$ cat config.mk
export PLATFORM = sky130hd
export DESIGN_NAME = od_time_multi_flat
export DESIGN_NICKNAME = d
export VERILOG_FILES = /design/src/rtl/od_time_multi_if.sv /design/src/rtl/od_time_multi.sv /design/src/flat_wrapper.sv
export SDC_FILE = /design/constraint.sdc
export NUM_CORES = 1
export LEC_CHECK = 0
export BUFFER_PORTS_ARGS = -buffer_cell sky130_fd_sc_hd__buf_2
export CAP_MARGIN = 40
export CORE_AREA = 2 2 140 142
export DETAILED_ROUTE_END_ITERATION = 12
export DIE_AREA = 0 0 142 144
export PLACE_DENSITY = 0.66
export SLEW_MARGIN = 25
export SYNTH_ARGS = -nofsm -noshare
export SYNTH_HDL_FRONTEND = slang
export SYNTH_SLANG_ARGS = --single-unit
$ cat constraint.sdc
create_clock -name clk -period 8.2 [get_ports clk]
set_input_delay 1.64 -clock clk [delete_from_list [all_inputs] [get_ports clk]]
set_output_delay 1.64 -clock clk [all_outputs]
set_load 0.005 [all_outputs]
$ cat src/rtl/od_time_multi_if.sv
// ---------------------------------------------------------------------------
// od_time_multi_if
//   Bundles the sensor-side inputs and classifier outputs of od_time_multi.
//   Ports:
//     time_taken      N_CH*TIME_W packed samples, channel i at [i*TIME_W +: TIME_W]
//     sample_valid    per-channel single-cycle sample strobe
//     sensor_timeout  per-channel sensor error (highest priority)
//     near_flag       per-channel NEAR indication
//     far_flag        per-channel FAR indication
//     object_detected any channel NEAR
//     closest_ch      NEAR channel with smallest last accepted time
//     closest_valid   closest_ch is meaningful
//     dbg_state       per-channel state register, channel i at [2*i +: 2]
//   Handshake: there is no back-pressure. A sample on channel i is consumed
//   on every rising clk edge where sample_valid[i]=1; the producer holds it
//   for exactly that one cycle. Outputs are always valid after reset.
// ---------------------------------------------------------------------------
interface od_time_multi_if #(
    parameter int N_CH   = 4,
    parameter int TIME_W = 23
);
    localparam int CH_W = (N_CH > 1) ? $clog2(N_CH) : 1;

    logic [N_CH*TIME_W-1:0] time_taken;
    logic [N_CH-1:0]        sample_valid;
    logic [N_CH-1:0]        sensor_timeout;
    logic [N_CH-1:0]        near_flag;
    logic [N_CH-1:0]        far_flag;
    logic                   object_detected;
    logic [CH_W-1:0]        closest_ch;
    logic                   closest_valid;
    logic [2*N_CH-1:0]      dbg_state;

    // Producer side (sensor front-end / testbench).
    modport master (
        output time_taken, sample_valid, sensor_timeout,
        input  near_flag, far_flag, object_detected, closest_ch, closest_valid, dbg_state
    );

    // Classifier side.
    modport slave (
        input  time_taken, sample_valid, sensor_timeout,
        output near_flag, far_flag, object_detected, closest_ch, closest_valid, dbg_state
    );
endinterface

$ cat src/rtl/od_time_multi.sv
// ---------------------------------------------------------------------------
// od_time_multi
//   Multi-channel obstacle classifier. Each channel runs an IDLE/FAR/NEAR
//   state machine with debounced NEAR entry, hysteresis on NEAR exit and a
//   stale-data watchdog. The aggregate stage reports whether any channel is
//   NEAR and which NEAR channel has the smallest last accepted time.
//   Ports:
//     clk    system clock, rising edge
//     rst_n  asynchronous active-low reset
//     bus    od_time_multi_if.slave (samples in, flags/closest/debug out)
// ---------------------------------------------------------------------------
module od_time_multi #(
    parameter int N_CH      = 4,
    parameter int TIME_W    = 23,
    parameter int NEAR_TH   = 3,
    parameter int FAR_TH    = 5,
    parameter int DEBOUNCE  = 2,
    parameter int STALE_CYC = 16
) (
    input  logic              clk,
    input  logic              rst_n,
    od_time_multi_if.slave    bus
);
    localparam int CH_W    = (N_CH > 1) ? $clog2(N_CH) : 1;
    localparam int CNT_W   = $clog2(DEBOUNCE + 1);
    localparam int STALE_W = $clog2(STALE_CYC + 1);

    typedef enum logic [1:0] {
        ST_IDLE = 2'd0,
        ST_FAR  = 2'd1,
        ST_NEAR = 2'd2
    } ch_state_t;

    logic [2*N_CH-1:0]      state_flat;
    logic [N_CH*TIME_W-1:0] time_flat;
    logic [N_CH-1:0]        near_v;
    logic [N_CH-1:0]        far_v;

    for (genvar i = 0; i < N_CH; i++) begin : g_ch
        ch_state_t          state;
        logic [CNT_W-1:0]   near_cnt;
        logic [STALE_W-1:0] stale_cnt;
        logic [TIME_W-1:0]  last_time;
        logic [TIME_W-1:0]  sample;
        logic               qual;
        logic               above_far;
        logic               debounce_done;
        logic               stale_last;
        logic               stale_sat;

        assign sample        = bus.time_taken[i*TIME_W +: TIME_W];
        assign qual          = (sample <= TIME_W'(NEAR_TH));
        assign above_far     = (sample >  TIME_W'(FAR_TH));
        assign debounce_done = ((32'(near_cnt) + 32'd1) >= 32'(DEBOUNCE));
        // True on the empty cycle that brings stale_cnt up to STALE_CYC
        // (and on every empty cycle after saturation, which is harmless).
        assign stale_last    = ((32'(stale_cnt) + 32'd1) >= 32'(STALE_CYC));
        assign stale_sat     = (32'(stale_cnt) >= 32'(STALE_CYC));

        always_ff @(posedge clk or negedge rst_n) begin
            if (!rst_n) begin
                state     <= ST_IDLE;
                near_cnt  <= '0;
                stale_cnt <= '0;
                last_time <= '0;
            end else if (bus.sensor_timeout[i]) begin
                // Sensor error wins; any simultaneous sample is dropped.
                state     <= ST_IDLE;
                near_cnt  <= '0;
                stale_cnt <= '0;
            end else if (bus.sample_valid[i]) begin
                last_time <= sample;
                stale_cnt <= '0;
                case (state)
                    ST_IDLE, ST_FAR: begin
                        if (qual && debounce_done) begin
                            state    <= ST_NEAR;
                            near_cnt <= '0;
                        end else if (qual) begin
                            state    <= ST_FAR;
                            near_cnt <= near_cnt + CNT_W'(1);
                        end else begin
                            state    <= ST_FAR;
                            near_cnt <= '0;
                        end
                    end
                    ST_NEAR: begin
                        // Exit needs only one sample beyond FAR_TH; the
                        // (NEAR_TH, FAR_TH] band holds NEAR.
                        near_cnt <= '0;
                        if (above_far) state <= ST_FAR;
                    end
                    default: begin
                        state    <= ST_IDLE;
                        near_cnt <= '0;
                    end
                endcase
            end else begin
                if (!stale_sat) stale_cnt <= stale_cnt + STALE_W'(1);
                if (stale_last || (state == ch_state_t'(2'd3))) begin
                    state    <= ST_IDLE;
                    near_cnt <= '0;
                end
            end
        end

        assign state_flat[2*i +: 2]         = state;
        assign time_flat[i*TIME_W +: TIME_W] = last_time;
        assign near_v[i]                    = (state == ST_NEAR);
        assign far_v[i]                     = (state == ST_FAR);
    end

    // Closest NEAR channel: strict less-than keeps the lowest index on ties.
    logic              found;
    logic [TIME_W-1:0] best_t;
    logic [CH_W-1:0]   best_i;

    always_comb begin
        found  = 1'b0;
        best_t = '0;
        best_i = '0;
        for (int i = 0; i < N_CH; i++) begin
            if (near_v[i] && (!found || (time_flat[i*TIME_W +: TIME_W] < best_t))) begin
                found  = 1'b1;
                best_t = time_flat[i*TIME_W +: TIME_W];
                best_i = CH_W'(i);
            end
        end
    end

    logic [CH_W-1:0] closest_ch_q;
    logic            closest_valid_q;

    // closest_ch keeps its last value while no channel is NEAR.
    always_ff @(posedge clk or negedge rst_n) begin
        if (!rst_n) begin
            closest_ch_q    <= '0;
            closest_valid_q <= 1'b0;
        end else begin
            closest_valid_q <= found;
            if (found) closest_ch_q <= best_i;
        end
    end

    assign bus.near_flag       = near_v;
    assign bus.far_flag        = far_v;
    assign bus.object_detected = |near_v;
    assign bus.closest_ch      = closest_ch_q;
    assign bus.closest_valid   = closest_valid_q;
    assign bus.dbg_state       = state_flat;
endmodule

$ cat src/flat_wrapper.sv
// flat-port wrapper written by rule: the top's interface ports become plain ports
module od_time_multi_flat 
#(
    parameter int N_CH      = 4,
    parameter int TIME_W    = 23,
    parameter int NEAR_TH   = 3,
    parameter int FAR_TH    = 5,
    parameter int DEBOUNCE  = 2,
    parameter int STALE_CYC = 16
)
  (clk, rst_n, bus_time_taken, bus_sample_valid, bus_sensor_timeout, bus_near_flag, bus_far_flag, bus_object_detected, bus_closest_ch, bus_closest_valid, bus_dbg_state);
  od_time_multi_if #(.N_CH(N_CH), .TIME_W(TIME_W)) bus_i ();
  input  logic clk;
  input  logic rst_n;
  input wire logic [$bits(bus_i.time_taken)-1:0] bus_time_taken;
  input wire logic [$bits(bus_i.sample_valid)-1:0] bus_sample_valid;
  input wire logic [$bits(bus_i.sensor_timeout)-1:0] bus_sensor_timeout;
  output wire logic [$bits(bus_i.near_flag)-1:0] bus_near_flag;
  output wire logic [$bits(bus_i.far_flag)-1:0] bus_far_flag;
  output wire logic [$bits(bus_i.object_detected)-1:0] bus_object_detected;
  output wire logic [$bits(bus_i.closest_ch)-1:0] bus_closest_ch;
  output wire logic [$bits(bus_i.closest_valid)-1:0] bus_closest_valid;
  output wire logic [$bits(bus_i.dbg_state)-1:0] bus_dbg_state;
  assign bus_i.time_taken = bus_time_taken;
  assign bus_i.sample_valid = bus_sample_valid;
  assign bus_i.sensor_timeout = bus_sensor_timeout;
  assign bus_near_flag = bus_i.near_flag;
  assign bus_far_flag = bus_i.far_flag;
  assign bus_object_detected = bus_i.object_detected;
  assign bus_closest_ch = bus_i.closest_ch;
  assign bus_closest_valid = bus_i.closest_valid;
  assign bus_dbg_state = bus_i.dbg_state;
  od_time_multi #(.N_CH(N_CH), .TIME_W(TIME_W), .NEAR_TH(NEAR_TH), .FAR_TH(FAR_TH), .DEBOUNCE(DEBOUNCE), .STALE_CYC(STALE_CYC)) u_core (.clk(clk), .rst_n(rst_n), .bus(bus_i));
endmodule
# After elaboration in Yosys (flattened, before gate mapping)
# Index checks and enable logic that the tools add are counted.
[word_totals]
regBits = 131
latch_bits = 0
ram_bits = 0
rom_bits = 0
out_inout_bits = 20
word_cells = 185
mem_count = 0
[classes]
n_addsub = 16
mul = 0
div = 0
order_cmp = 23
eq_ne = 20
shift = 0
mux = 66
n_bitwise = 4
n_reduce_logical = 38
[op_table]
columns = ["op", "n"]
rows = [
  ["$ge 32x2->1 const B", 4],
  ["$ge 32x5->1 const B", 4],
  ["$gt 23x3->1 const B", 4],
  ["$le 23x2->1 const B", 4],
  ["$mux 2", 42],
  ["$lt 23x23->1", 3],
  ["$mux 23", 3],
  ["$mux 5", 12],
  ["$add 5x1->6 const B", 4],
  ["$add 5x1->5 const B", 4],
  ["$ge 5x5->1 const B", 4],
  ["$eq 2x2->1 const B", 8],
  ["$pmux 2 s2", 4],
  ["$reduce_and 2->1", 8],
  ["$add 2x1->3 const B", 4],
  ["$ne 3x3->1 const B", 4],
  ["$ne 4x4->1 const B", 3],
  ["$reduce_bool 3->1", 4],
  ["$add 2x1->2 const B", 4],
  ["$eq 2x1->1 const B", 4],
  ["$logic_not 2->1", 4],
  ["$reduce_or 2->1", 4],
  ["$logic_and 1x1->1", 7],
  ["$logic_or 1x1->1", 7],
  ["other kinds (5)", 14],
]

# Longest topological paths before layout
# Gate-level depths: netlist of run 1.
[depth]
word_depth = 14
mapped_depth = 31

# Worst setup path before layout of run 1
# OpenSTA, ideal clock, no wires.
[synth_timing]
kind = "flip-flop to flip-flop"
start = "register u_core.g_ch[0].state[1]"
end = "register u_core.closest_ch_q[0] (netlist: u_core.bus.closest_ch[0])"
setup_ns = 0.128
arrival_time_ns = 6.502
required_time_ns = 8.072
path_slack_ns = 1.570
path_stages_with_launch = 31
path_buffers = 4
path_cell_list = "dfrtp_1 -> nor2b_1 -> clkbuf_1 -> buf_1 -> nand2_1 -> ha_1 -> a21oi_1 -> nand2_1 -> a221oi_1 -> a21oi_1 -> o32ai_1 -> buf_2 -> mux2_2 -> ha_1 -> a211oi_1 -> o21ai_0 -> a211oi_1 -> o21ai_1 -> or3_1 -> o21bai_4 -> buf_2 -> a21oi_1 -> ha_1 -> and3_1 -> a221o_1 -> a21oi_1 -> o21ai_0 -> nand4_1 -> a32o_1 -> a311oi_1 -> o21ai_0"
[synth_via]
elab_chain_len = 14
[synth_lines]
columns = ["item", "line_no", "rtl"]
rows = [
  ["from (decl)", "od_time_multi.sv:40", "ch_state_t state;"],
  ["from (signal assigned)", "od_time_multi.sv:62", "state <= ST_IDLE;"],
  ["from (signal assigned)", "od_time_multi.sv:68", "state <= ST_IDLE;"],
  ["from (signal assigned)", "od_time_multi.sv:77", "state <= ST_NEAR;"],
  ["$eq 2x2->1 (*)", "od_time_multi.sv:109", "assign near_v[i] = (state == ST_NEAR);"],
  ["via bus_near_flag[0]", "flat_wrapper.sv:18", "output wire logic [$bits(bus_i.near_flag)-1:0] bus_near_flag;"],
  ["$mux 23 / $mux 1 (equally long branches)", "od_time_multi.sv:123", "if (near_v[i] && (!found || (time_flat[i*TIME_W +: TIME_W] < best_t))) begin"],
  ["$lt 23x23->1 / $logic_not 1->1 (equally long branches)", "od_time_multi.sv:123", ""],
  ["$logic_or 1x1->1", "od_time_multi.sv:123", ""],
  ["$logic_and 1x1->1", "od_time_multi.sv:123", ""],
  ["$mux 23 / $mux 1 (equally long branches)", "od_time_multi.sv:123", ""],
  ["$lt 23x23->1 / $logic_not 1->1 (equally long branches)", "od_time_multi.sv:123", ""],
  ["$logic_or 1x1->1", "od_time_multi.sv:123", ""],
  ["$logic_and 1x1->1", "od_time_multi.sv:123", ""],
  ["$mux 23 / $mux 1 (equally long branches)", "od_time_multi.sv:123", ""],
  ["$lt 23x23->1 / $logic_not 1->1 (equally long branches)", "od_time_multi.sv:123", ""],
  ["$logic_or 1x1->1", "od_time_multi.sv:123", ""],
  ["$logic_and 1x1->1", "od_time_multi.sv:123", ""],
  ["$mux 2 / $mux 1 (equally long branches)", "od_time_multi.sv:123", ""],
  ["to (signal assigned)", "od_time_multi.sv:141", "if (found) closest_ch_q <= best_i;"],
  ["to (decl)", "od_time_multi.sv:131", "logic [CH_W-1:0] closest_ch_q;"],
]
# The timed path passes the listed nets; every way through them passes the cells marked *.
# A chain may end at the register's enable or synchronous reset.

# Worst setup path after layout of run 1
[layout_timing]
start = "register u_core.g_ch[0].state[1]"
end = "register u_core.closest_ch_q[0] (netlist: u_core.bus.closest_ch[0])"
[layout_via]
elab_chain_len = 14
[layout_lines]
columns = ["item", "line_no"]
rows = [
  ["$eq 2x2->1 (*)", "od_time_multi.sv:109"],
  ["$mux 23 / $mux 1 (equally long branches)", "od_time_multi.sv:123"],
  ["$lt 23x23->1 / $logic_not 1->1 (equally long branches)", "od_time_multi.sv:123"],
  ["$logic_or 1x1->1", "od_time_multi.sv:123"],
  ["$logic_and 1x1->1", "od_time_multi.sv:123"],
  ["$mux 23 / $mux 1 (equally long branches)", "od_time_multi.sv:123"],
  ["$lt 23x23->1 / $logic_not 1->1 (equally long branches)", "od_time_multi.sv:123"],
  ["$logic_or 1x1->1", "od_time_multi.sv:123"],
  ["$logic_and 1x1->1", "od_time_multi.sv:123"],
  ["$mux 23 / $mux 1 (equally long branches)", "od_time_multi.sv:123"],
  ["$lt 23x23->1 / $logic_not 1->1 (equally long branches)", "od_time_multi.sv:123"],
  ["$logic_or 1x1->1", "od_time_multi.sv:123"],
  ["$logic_and 1x1->1", "od_time_multi.sv:123"],
  ["$mux 2 / $mux 1 (equally long branches)", "od_time_multi.sv:123"],
]
# Mark *: on every way between the ends. The rest lies on a longest branch, timed or not.

==> results of run 1 <==
registers in the layout (all words and copies together), names as in the netlist:
signal / cells
u_core.bus.closest_ch: 2
u_core.bus.closest_valid: 1
u_core.g_ch.stale_cnt: 20
u_core.g_ch.state: 8
u_core.g_ch.last_time: 92
u_core.g_ch.near_cnt: 8
cell usage after synthesis, drive strengths merged (10+ instances only):
master and number:
clkbuf 19, a21o 10, nand2 157, nor2 55, inv 45, buf 12, nor2b 14, nand4 11
nor4 26, nand3 11, dfrtp 131, ha 74, o21ai 47, mux2 67, a21oi 45
cell families (layout without fill, tap and decap cells):
kind of cell             after synthesis  after routing  synth area share [%]
multiplexers                          72             72                 10.28
XOR/XNOR                              12             12                 1.344
flip-flops                           131            131                 41.91
AO/OA/AOI/OAI                        151            151                 12.12
buffers and inverters                 76            210                 3.823
AND/OR/NAND/NOR                      314            314                 18.68
adder cells (fa/ha/maj)               74             74                 11.84
power groups by stage:
stage               combinational, uW  clock (uW)  sequential, uW
detailed placement                268           0             779
floorplan                         176           0             757
global route                      316         845             777
CTS                               272         816             768
finish                            272         805             769
global placement                  261           0             779
tightest hold or removal path: stages (launching register included):
cell and delay (ns):
sky130_fd_sc_hd__dfrtp_1 0.34, sky130_fd_sc_hd__nand2_1 0.05, sky130_fd_sc_hd__nand2_1 0.06
through the flow:
step	hold slack (ns)	std cells	power [uW]	utilization, %
final	0.4753	1202	1846	49.22
after CTS	0.4811	1201	1856	49.05
after global placement	0.4586	1165	1040	45.48
after floorplan	0.4455	830	932.6	-
after detailed placement	0.4630	1169	1046	45.79
after global routing	0.5072	1202	1938	49.22
worst max-delay path by stage:
stage	endpoint	slack, ns
floorplan	u_core.bus.closest_ch[0]	1.57
global placement	u_core.bus.closest_ch[0]	0.76
detailed placement	u_core.bus.closest_ch[0]	0.60
CTS	u_core.bus.closest_ch[0]	0.58
global route	u_core.bus.closest_ch[0]	0.22
finish	u_core.bus.closest_ch[0]	0.82
routing by layer:
metal,up-vias,track usage [%],part of all wire (%)
met4,0,8.263,2.3
met3,32,4.503,5.2
met1,3021,28.08,47
li1,3199,-,-
met5,-,0,0
met2,175,33.41,46
area by class of cell:
| type | instances | area, um^2 |
|---|---|---|
| Fill cell | 1747 | 9688 |
| Multi-Input combinational cell | 623 | 4279 |
| Sequential cell | 131 | 3278 |
| Timing Repair Buffer | 133 | 745.7 |
| Clock buffer | 21 | 470.5 |
| Tap cell | 238 | 297.8 |
| Inverter | 45 | 168.9 |
| Clock inverter | 11 | 151.4 |
==> results, run 1 <==
- The routability congestion estimate from global placement is 0.8421.
- The critical path data required time is around 8.6 ns.
- For the pin with the worst max-slew slack, the measured transition is 0.6555 ns.
- The number of top-level design ports is ~120.
- Dividing the detail-routed wire length by the instance count gives around 17 um.
- The detailed-route via count is 6,427.
- Global routing used around a fifth of the available tracks.
- The startpoint of the lowest-slack hold path is u_core.g_ch[0].last_time[7].
- The worst register-to-register path ends at u_core.bus.closest_ch[0].
- TritonCTS built the clock tree.
- In this run, the combinational gates consume between 10% and 20% of the power.
- The pre-antenna-repair detailed-routing pass consisted of 5 iterations.
- The starting density of the core is roughly two fifths.
- The maximum clock skew at final layout is 0.006571 ns.
- The die covers just over 20,000 um^2.
- Net switching is 27.01% of the power.
- The root buffer cell is sky130_fd_sc_hd__clkbuf_16.
- The least setup slack across all paths after layout is 0.8186 ns.
- The number of setup buffers added after CTS is 0.
- Synthesis instantiated 55 different standard cells from the library.
- The number of antenna violations at the first check in global routing was 0.
- Across all register-to-register paths, the minimum setup slack is approximately 0.82 ns.
- The tool flagged a number of max-cap violations equal to 0.
- The number of buffers inserted by port buffering is 121.
- The largest delay contributor family on the critical path is compound AO/OA/AOI/OAI gates.
- Buffers inserted during clock tree synthesis total 17.
- The number of H-tree levels is 4.
- The number of setup violations in the final report is 0.
- Of all nets on the critical path, the largest fanout is 32.
- The path with the worst hold slack has its endpoint at u_core.g_ch[0].last_time[7].
- Summing all non-filler instances in the final layout gives an area of roughly 9400 um^2.
- The number of enable flip-flop cells after synthesis is 0.
- The final worst-path cycle share is 90.02%.
- The maximum number of pins on one net before global-route repair is 59.
- At the later pin of the worst-skew pair, clock insertion delay measures 0.43 ns.
- Yosys printed 0 warnings.
- Derived from the worst setup path, the maximum achievable clock frequency is roughly 140 MHz.
- Clock-pin slew was measured on the worst setup and hold paths at around 0.060 ns.
- Measured in cells, the most critical reg-to-reg path has a length of 29.
- The critical path runs through a total of 29 cells.
- The gate count of the mapped netlist is between 800 and 900.
- The run finished with clean final reports.
- The overall routed net length is around 20,000 um.
- Sorting the synthesized cells by area gives the leading types as sky130_fd_sc_hd__dfrtp_1 42%, sky130_fd_sc_hd__ha_1 12%, sky130_fd_sc_hd__mux2_2 9.1%.
- The number of cells upsized or downsized after cts is 0.
- The fraction of the yosys area taken by sequential cells is approximately two fifths.
- In this run the power spent charging and discharging nets is about 500 uW.
- The beginning of the worst register-to-register path is u_core.g_ch[0].state[1].
- The most area-hungry cell type in the Yosys netlist is sky130_fd_sc_hd__dfrtp_1.
- The worst vdd rail ir drop is between 100 and 150 uV.
- The worst path in the final design needs a cycle of ~7.4 ns, including I/O delays and setup.
- For this design, the sink count on the clock tree is 131.
- The area added between synthesis and finish is 20.06%.
- In the layout the commonest cells are 157 x sky130_fd_sc_hd__nand2_1, 131 x sky130_fd_sc_hd__dfrtp_1, 120 x sky130_fd_sc_hd__buf_2.
- The number of global-route vias before repair is between 6,000 and 7,000.
- The number of buffers and inverters on the critical path is 2.
- The average via count per standard cell is around 5.3.
- Counting instances, the worst hold path has a depth of 2.
- The sequential power share is 41.7%.
- Prior to clock tree synthesis, the placed netlist has a worst setup slack of 0.5960 ns.
- The share of the synthesized area in the top cell type is 41.91%.
- The mean cell area of the mapped netlist is about 9.4 um^2.
- The worst stage delay on the critical path is 0.55 ns.
- The library cell used most frequently in the layout, excluding fill and tap cells, is sky130_fd_sc_hd__nand2_1.
- The share of total power dissipated in the clock network is about 44%.
- The most used flip-flop cell after synthesis is sky130_fd_sc_hd__dfrtp_1.
- The core outline area is between 15,000 and 20,000 um^2.
- The synthesized netlist net count is between 1,000 and 1,500.
- The number of max-slew violations in the final report is 0.
- The cell area after technology mapping is between 7000 and 8000 um^2.
- The global-route wire length before repair is ~33,000 um.
- The die span in x is roughly 140 um.
- Row generation in the floorplan step produced just over 50 rows.
- The total overflow left after global routing is 0.
- The setup TNS after final layout is 0 ns.
- Setup repair after global routing left no endpoint under its margin.
- Tracing the worst setup path back leads to its startpoint at u_core.g_ch[0].state[1].
- After the first detailed-routing iteration, the DRC count stood at 347.
- The worst min-delay path category is reg2reg.
- The hold violation total from the final report was 0.
- The internal cell power is roughly 1300 uW.
- The number of antenna diodes in the final layout is 0.
- STA classifies the critical path endpoint as a register.
- The worst-case clock buffer depth is 2.
- For the worst setup path, the data arrival time is just under 8 ns.
- Summed over all nets, the half-perimeter wirelength after detailed placement is around 16,000 um.
- The static leakage power is approximately 0.0043 uW.
- In this run the tightest slew margin relative to its limit is 56.18%.
- In this run, synthesis produced a sequential element count of between 100 and 150.
- After the last flow step, the layout net total stands at around 1,100.
- From bottom edge to top edge, the die measures 144 um.
- For this run, asynchronously set or reset flops after synthesis account for between 90% and 100%.
- The total of hold buffers inserted after clock tree synthesis is 0.
- In this run the cell area measured after placement is just under 9000 um^2.
- The proportion of layout cells with a drive suffix above 1 is about 25%.
- Dividing total power by cell area gives a power density of around 200 nW/um^2.
- After detailed routing, the number of remaining DRC violations is 0.
- The kind of critical path is reg2reg.
- The slowest stage cell on the critical path is sky130_fd_sc_hd__o21bai_4.
- The count of nets left with antenna violations after detail routing is 0.
- The worst setup path is launched from a register.
Power figures use the tool's default switching activity.
==> inputs of run 2 (changes only) <==
BUFFER_PORTS_ARGS = -buffer_cell sky130_fd_sc_hd__buf_4   (was -buffer_cell sky130_fd_sc_hd__buf_2)
==> run 2 against run 1 <==
Against the previous run:
- routed wire length is 0.27% higher
- clock power shrank 2%
- final cell count is essentially flat
- via count is 0.62% higher
- clock skew decreased by 0.00067 ns
- worst hold slack improved by 0.0076 ns
- global-route usage down 0.35 points
- sequential power is essentially flat
- largest power group unchanged
- highest routed layer unchanged
==> results, run 2 (same netlist as run 1, synthesis figures left out) <==
- The max-slew headroom at the worst pin came to 53.78% (-2.4 points).
- The count of nets left with antenna violations after detail routing is 0 (unchanged).
- The number of flip-flops under the largest register name is 92 (unchanged).
- The static leakage power came to 0.004394 uW (+1.8%).
- The layout filler cell count is 1,791 (+2.5%).
- The overall routed net length came to 20,390 um (+0.27%).
- The number of sinks handled by clock tree synthesis is 131 (unchanged).
- The share of the core filled with cells is 50.59% (+1.4 points).
- The nature of the critical path endpoint is a register.
- The die span in x came to 142 um (unchanged).
- The clock input transition at the sequential cells of the worst setup and hold paths is 0.06 ns (about the same).
- The global-route wire length before repair is 32,490 um (-1.3%).
- The hold violation total from the final report came to 0 (unchanged).
- The final period demand of the worst path was 7.242 ns (-0.1397 ns).
- The average via count per standard cell came to 5.385 (+0.71%).
- The routability congestion estimate from global placement is 0.8972 (+6.5%).
- The total design power came to 1850 uW (+0.20%).
- The sequential power share is 41.6% (about the same).
- The TritonCTS clock tree is done.
- The proportion of layout cells with a drive suffix above 1 was 24.61% (-0.39 points).
- The total of hold buffers inserted after clock tree synthesis is 0 (unchanged).
- The worst stage delay on the critical path came to 0.47 ns (-0.08 ns).
- The worst setup path is launched from a register.
- The power density of the placed cells is 191.6 nW/um^2 (-2.5%).
- The final worst-path cycle share is 88.31% (-1.7 points).
- The actual transition at the worst max-transition pin is 0.6934 ns (+0.03788 ns).
- The area enclosed by the die boundary is 20,450 um^2 (unchanged).
- The slowest stage of the critical path belongs to the cell sky130_fd_sc_hd__dfrtp_1.
- The count of unresolved DRC violations after routing was 0 (unchanged).
- The maximum number of pins on one net before global-route repair is 61 (+3.4%).
- The switching power summed over all nets came to 488.0 uW (-2.1%).
- The detailed-route via count came to 6,467 (+0.62%).
- The internal cell power is 1362 uW (+1.0%).
- The worst-case clock buffer depth came to 2 (unchanged).
- The number of global-route vias before repair came to 6,362 (+0.87%).
- The detailed-routing iteration count for the pre-antenna-repair pass was 5 (unchanged).
- The part of the power in the clock network is 42.8% (-0.8 points).
- The library cell used most frequently in the layout, excluding fill and tap cells, is sky130_fd_sc_hd__nand2_1.
- The most common cell type on the critical path is sky130_fd_sc_hd__a21oi_1.
- The violation count after the first detailed-routing iteration is 348 (+0.29%).
- The aggregate global routing overflow came to 0 (unchanged).
- The setup TNS after final layout is 0 ns (unchanged).
- The root buffer cell is sky130_fd_sc_hd__clkbuf_16.
- The HPWL reported at the end of detailed placement is 15,720 um (+0.72%).
- The global routing usage summed across all routing layers is 20.66% (-0.35 points).
- The number of antenna violations at the first check in global routing is 0 (unchanged).
- The number of setup buffers added after CTS was 0 (unchanged).
- Compared with the post-synthesis result, the final layout area differs by 23.40%.
- The number of buffers inserted by port buffering is 121 (unchanged).
- The number of setup violations in the final report is 0 (unchanged).
- The maximum clock skew at final layout was 0.005901 ns (-0.0006703 ns).
- The placement row count is 51 (unchanged).
- The run finished with clean final reports.
- The timing-limited maximum frequency came to 138.1 MHz (+1.9%).
- The critical path data required time is 8.54 ns (about the same).
- The max capacitance violation total is 0 (unchanged).
- The worst vdd rail ir drop is 139.5 uV (-3.5%).
- The average routed wire per standard cell came to 16.98 um (+0.35%).
- Setup repair after global routing left no endpoint under its margin.
- The library cells used most frequently in the layout, excluding fill and tap cells, are 157 x sky130_fd_sc_hd__nand2_1, 131 x sky130_fd_sc_hd__dfrtp_1, 129 x sky130_fd_sc_hd__buf_4.
- The signal arrival time at the worst endpoint is 7.58 ns (-0.15 ns).
- The register name with the most flops is u_core.g_ch.last_time.
- The switching share of power is 26.39% (-0.62 points).
- The number of buffers inserted during clock tree synthesis is 17 (unchanged).
- The number of nets at the end of the flow is 1,126 (-0.089%).
- The maximum fanout along the worst path came to 45 (+41%).
- The number of max-slew violations in the final report is 0 (unchanged).
- The kind of critical path is reg2reg.
- In the final layout, the registers with the most flip-flops are u_core.g_ch.last_time (92), u_core.g_ch.stale_cnt (20).
- The number of antenna repair diodes is 0 (unchanged).
- The starting density of the core is 41.00% (unchanged).
- The core outline area is 19,080 um^2 (unchanged).
- The die height is 144 um (unchanged).
- The combinational group share of total power is 15.6% (+0.9 points).
- The number of top-level design ports was 122 (unchanged).
- The worst min-delay path category is reg2reg.
- The number of cells upsized or downsized after cts is 0 (unchanged).
- The number of H-tree levels is 4 (unchanged).
- The insertion delay of the later-clocked pin in the worst-skew pair is 0.43 ns (about the same).
run 2: cell count changes in the layout (fill, tap and decap cells not counted):
cell	previous run	this run
sky130_fd_sc_hd__nor2b_4	1	0
sky130_fd_sc_hd__clkinv_4	4	2
sky130_fd_sc_hd__inv_6	1	0
sky130_fd_sc_hd__buf_16	1	2
sky130_fd_sc_hd__buf_2	120	0
sky130_fd_sc_hd__o32ai_2	0	1
sky130_fd_sc_hd__o32ai_4	1	0
sky130_fd_sc_hd__buf_12	1	0
sky130_fd_sc_hd__buf_4	8	129
sky130_fd_sc_hd__nor2b_2	2	3
sky130_fd_sc_hd__clkbuf_1	1	4
sky130_fd_sc_hd__buf_6	2	0
run 2: critical path, delay by kind of cell (launching register included):
family                   cells  cell delay [ns]
flip-flops                   1             0.47
AO/OA/AOI/OAI               17             3.27
adder cells (fa/ha/maj)      3             0.89
buffers and inverters        3             1.07
multiplexers                 1             0.39
AND/OR/NAND/NOR              6             1.05
run 2: cell type report:
class | count | area, um^2 | area share, %
timing repair buffer | 132 | 1039 | 10.76
multi-input combinational | 623 | 4263 | 44.16
inverter | 45 | 168.9 | 1.750
tap | 238 | 297.8 | 3.085
sequential | 131 | 3278 | 33.96
clock inverter | 8 | 125.1 | 1.296
clock buffer | 24 | 481.7 | 4.990
run 2: through the flow:
stage | setup WS, ns | hold WS [ns] | cell area [um^2] | cells
global route | 0.4639 | 0.5039 | 9653 | 1201
finish | 0.9583 | 0.4829 | 9653 | 1201
floorplan | 1.570 | 0.4455 | 7823 | 830
global placement | 1.317 | 0.4620 | 8974 | 1166
CTS | 1.010 | 0.4870 | 9625 | 1200
detailed placement | 1.054 | 0.4673 | 9019 | 1168
run 2: metal layers:
metal	global-route usage [%]	routed length, um	share of wire [%]
met1	27.53	9357	46
met2	33.13	9328	46
met3	5.331	1213	5.9
met4	6.421	490	2.4
met5	0	0	0
run 2: final timing paths:
| path | depth (start not counted) | slack (ns) | from | endpoint |
|---|---|---|---|---|
| worst max-delay path | 30 | 0.96 | u_core.g_ch[0].state[1] | u_core.bus.closest_ch[0] |
| worst min-delay path | 2 | 0.48 | u_core.g_ch[0].near_cnt[1] | u_core.g_ch[0].near_cnt[1] |
| worst max register to register | 30 | 0.96 | u_core.g_ch[0].state[1] | u_core.bus.closest_ch[0] |
| worst min register to register | 2 | 0.48 | u_core.g_ch[0].near_cnt[1] | u_core.g_ch[0].near_cnt[1] |
| max in group asynchronous | 3 | 6.34 | rst_n | u_core.g_ch[2].last_time[11] |
| min in group asynchronous | 1 | 1.03 | rst_n | u_core.g_ch[1].near_cnt[0] |
run 2: power groups by stage:
stage | sequential [uW] | clock, uW | combinational [uW]
after floorplan | 757 | 0 | 176
after global placement | 779 | 0 | 278
after detailed placement | 779 | 0 | 286
after CTS | 769 | 802 | 289
after global routing | 777 | 835 | 328
final | 770 | 792 | 288
==> inputs of run 3 (changes only) <==
BUFFER_PORTS_ARGS = -buffer_cell sky130_fd_sc_hd__clkbuf_2   (was -buffer_cell sky130_fd_sc_hd__buf_4)
HOLD_SLACK_MARGIN = 0.03   (was unset)
PLACE_DENSITY = 0.69   (was 0.66)
clock period = 6.24 ns   (was 8.2 ns; I/O delays follow)
==> run 3 against run 2 <==
Against the previous run:
- clock power rose by 35%
- maximum frequency is 17% higher
- worst setup slack got worse by 0.89 ns
- die area is the same
- critical endpoint is now u_core.bus.closest_ch[1]
- largest power group unchanged
- highest routed layer unchanged
==> results, run 3 (same netlist as run 1, synthesis figures left out) <==
- The flow ran to the end, and the final reports show no timing, DRC or antenna violations.
- The proportion of layout cells with a drive suffix above 1 is 35.61% (+11 points).
- The number of flip-flops under the largest register name is 92 (unchanged).
- The HPWL reported at the end of detailed placement came to 15,970 um (+1.6%).
- The starting density of the core came to 41.00% (unchanged).
- The detailed-routing iteration count for the pre-antenna-repair pass is 5 (unchanged).
- The max capacitance violation total came to 0 (unchanged).
- The reg-to-reg setup timing slack is 0.07 ns (-0.89 ns).
- The worst-case clock buffer depth is 2 (unchanged).
- The placement row count is 51 (unchanged).
- The count of unresolved DRC violations after routing came to 0 (unchanged).
- The hold violation total from the final report is 0 (unchanged).
- The share of the core filled with cells is 54.11% (+3.5 points).
- The die height is 144 um (unchanged).
- The layout filler cell count was 1,648 (-8.0%).
- The average routed wire per standard cell came to 17.75 um (+4.5%).
- The count of nets left with antenna violations after detail routing is 0 (unchanged).
- The detailed-route via count is 6,764 (+4.6%).
- The setup path with the least slack is of type reg2reg.
- The critical path starts at u_core.g_ch[0].state[0].
- The max-slew headroom at the worst pin was 56.92% (+3.1 points).
- The maximum clock skew at final layout was 0.006347 ns (+0.0004456 ns).
- Leaving out fill and tap cells, the most frequent cell in the layout is sky130_fd_sc_hd__nand2_1.
- The number of global-route vias before repair was 6,596 (+3.7%).
- The min-delay analysis places its worst path in the category reg2reg.
- The count of cells along the worst register-to-register path came to 30 (unchanged).
- The overall routed net length is 21,920 um (+7.5%).
- The number of sinks handled by clock tree synthesis came to 131 (unchanged).
- The power density of the placed cells is 243.3 nW/um^2 (+27%).
- The buffering stage count on the worst path with inverters included is 6 (+3).
- The area occupied by registers came to 3278 um^2 (unchanged).
- The number of max-slew violations in the final report is 0 (unchanged).
- The area enclosed by the die boundary came to 20,450 um^2 (unchanged).
- The nature of the critical path endpoint is a register.
- The actual transition at the worst max-transition pin is 0.6402 ns (-0.05312 ns).
- The critical path depth is 30 (unchanged).
- The register name with the most flops is u_core.g_ch.last_time.
- The area taken by multi-input logic gates is 4856 um^2 (+14%).
- The final worst-path cycle share is 98.95% (+11 points).
- For this design, the slowest cell found on the critical path is sky130_fd_sc_hd__dfrtp_1.
- The number of H-tree levels came to 4 (unchanged).
- Relative to the synthesized area, the layout overhead comes to 31.97%.
- The root buffer cell is sky130_fd_sc_hd__clkbuf_16.
- Among cell families on the critical path, the largest total delay comes from compound AO/OA/AOI/OAI gates.
- The global-route wire length before repair is 33,210 um (+2.2%).
- The clock input transition at the sequential cells of the worst setup and hold paths was 0.06 ns (about the same).
- The critical path data required time came to 6.55 ns (-1.99 ns).
- Setup repair after global routing could not meet its margin everywhere.
- The number of nets at the end of the flow is 1,160 (+3.0%).
- The insertion delay of the later-clocked pin in the worst-skew pair came to 0.42 ns (about the same).
- TritonCTS built the clock tree.
- In the final layout, the registers with the most flip-flops are u_core.g_ch.last_time (92), u_core.g_ch.stale_cnt (20).
- The number of antenna repair diodes is 0 (unchanged).
- The reg-to-reg endpoint is u_core.bus.closest_ch[1].
- The signal arrival time at the worst endpoint is 6.48 ns (-1.10 ns).
- The number of buffers inserted by port buffering is 121 (unchanged).
- The number of top-level design ports was 122 (unchanged).
- The worst vdd rail ir drop is 184.0 uV (+32%).
- The maximum fanout along the worst path is 8 (-82%).
- The setup TNS after final layout is 0 ns (unchanged).
- The static leakage power came to 0.004632 uW (+5.4%).
- The number of antenna violations at the first check in global routing came to 0 (unchanged).
- The type of origin of the critical path is a register.
- The timing-limited maximum frequency is 162.0 MHz (+17%).
- The beginning of the worst register-to-register path is u_core.g_ch[0].state[0].
- The final period demand of the worst path is 6.175 ns (-1.067 ns).
- The global routing usage summed across all routing layers came to 20.89% (+0.23 points).
- The worst stage delay on the critical path came to 0.41 ns (-0.06 ns).
- The number of buffers inserted during clock tree synthesis is 17 (unchanged).
- In the layout the commonest cells are 148 x sky130_fd_sc_hd__nand2_1, 131 x sky130_fd_sc_hd__dfrtp_1, 120 x sky130_fd_sc_hd__clkbuf_2.
- The number of setup violations in the final report is 0 (unchanged).
- The core outline area is 19,080 um^2 (unchanged).
- The aggregate global routing overflow was 0 (unchanged).
- The die span in x is 142 um (unchanged).
- The capture point of the critical path is u_core.bus.closest_ch[1].
- The average via count per standard cell is 5.477 (+1.7%).
- The violation count after the first detailed-routing iteration is 327 (-6.0%).
- The maximum number of pins on one net before global-route repair is 49 (-20%).
- The routability congestion estimate from global placement is 0.9284 (+3.5%).
## run 3: routing by layer
layer / track usage [%] / wire, um / vias up / share of wire (%)
li1: - / - / 3243 / -
met1: 27.33 / 9554 / 3257 / 44
met2: 34.40 / 10690 / 218 / 49
met3: 4.007 / 1105 / 46 / 5.0
met4: 8.105 / 569 / 0 / 2.6
met5: 0 / 0 / - / 0
## run 3: through the flow
stage               hold WS (ns)  cells  setup WS (ns)  instance area, um^2  total power (uW)
detailed placement        0.4680   1182        -0.1341                 8837              1377
global placement          0.4607   1181       -0.08122                 8823              1368
floorplan                 0.4455    830        0.01424                 7844              1226
CTS                       0.4840   1221        0.02722                 9638              2463
finish                    0.4836   1235        0.06526                10320              2512
global route              0.5162   1235        -0.1226                10320              2634
## run 3: how the worst min path moves through the flow
| stage | start | end | slack (ns) | cells past startpoint |
|---|---|---|---|---|
| after detailed placement | u_core.g_ch[0].last_time[5] | u_core.g_ch[0].last_time[5] | 0.47 | 2 |
| after floorplan | u_core.g_ch[0].last_time[10] | u_core.g_ch[0].last_time[10] | 0.45 | 2 |
| after CTS | u_core.g_ch[0].last_time[0] | u_core.g_ch[0].last_time[0] | 0.48 | 2 |
| final | u_core.g_ch[0].last_time[0] | u_core.g_ch[0].last_time[0] | 0.48 | 2 |
| after global placement | u_core.g_ch[0].last_time[1] | u_core.g_ch[0].last_time[1] | 0.46 | 2 |
| after global routing | u_core.g_ch[0].last_time[13] | u_core.g_ch[0].last_time[13] | 0.52 | 2 |
## run 3: power breakdown
part           switching (uW)  total, uW  internal, uW
clock network             400       1070           673
registers                89.1       1030           938
logic                     206        413           206
total                     696       2510          1820
## run 3: cell type report
cell class              count  share of cell area, %
multi-input cells         623                  47.04
flip-flops and latches    131                  31.75
repair buffers            166                  10.57
clock buffers              17                  4.121
well taps                 238                  2.884
clock inverters            15                  2.000
inverters                  45                  1.636
## run 3: what timing repair did
action	in CTS	in global routing
pin swaps	5	55
hold buffers	0	0
setup endpoints to repair	2	2
resized for setup	14	107
setup buffers	5	12
cloned	2	3
hold endpoints to repair	0	0
## run 3: worst min-delay path: cells and delay by family, from the launching register on
family | cells | cell delay, ns
flops | 1 | 0.34
simple gates | 2 | 0.11
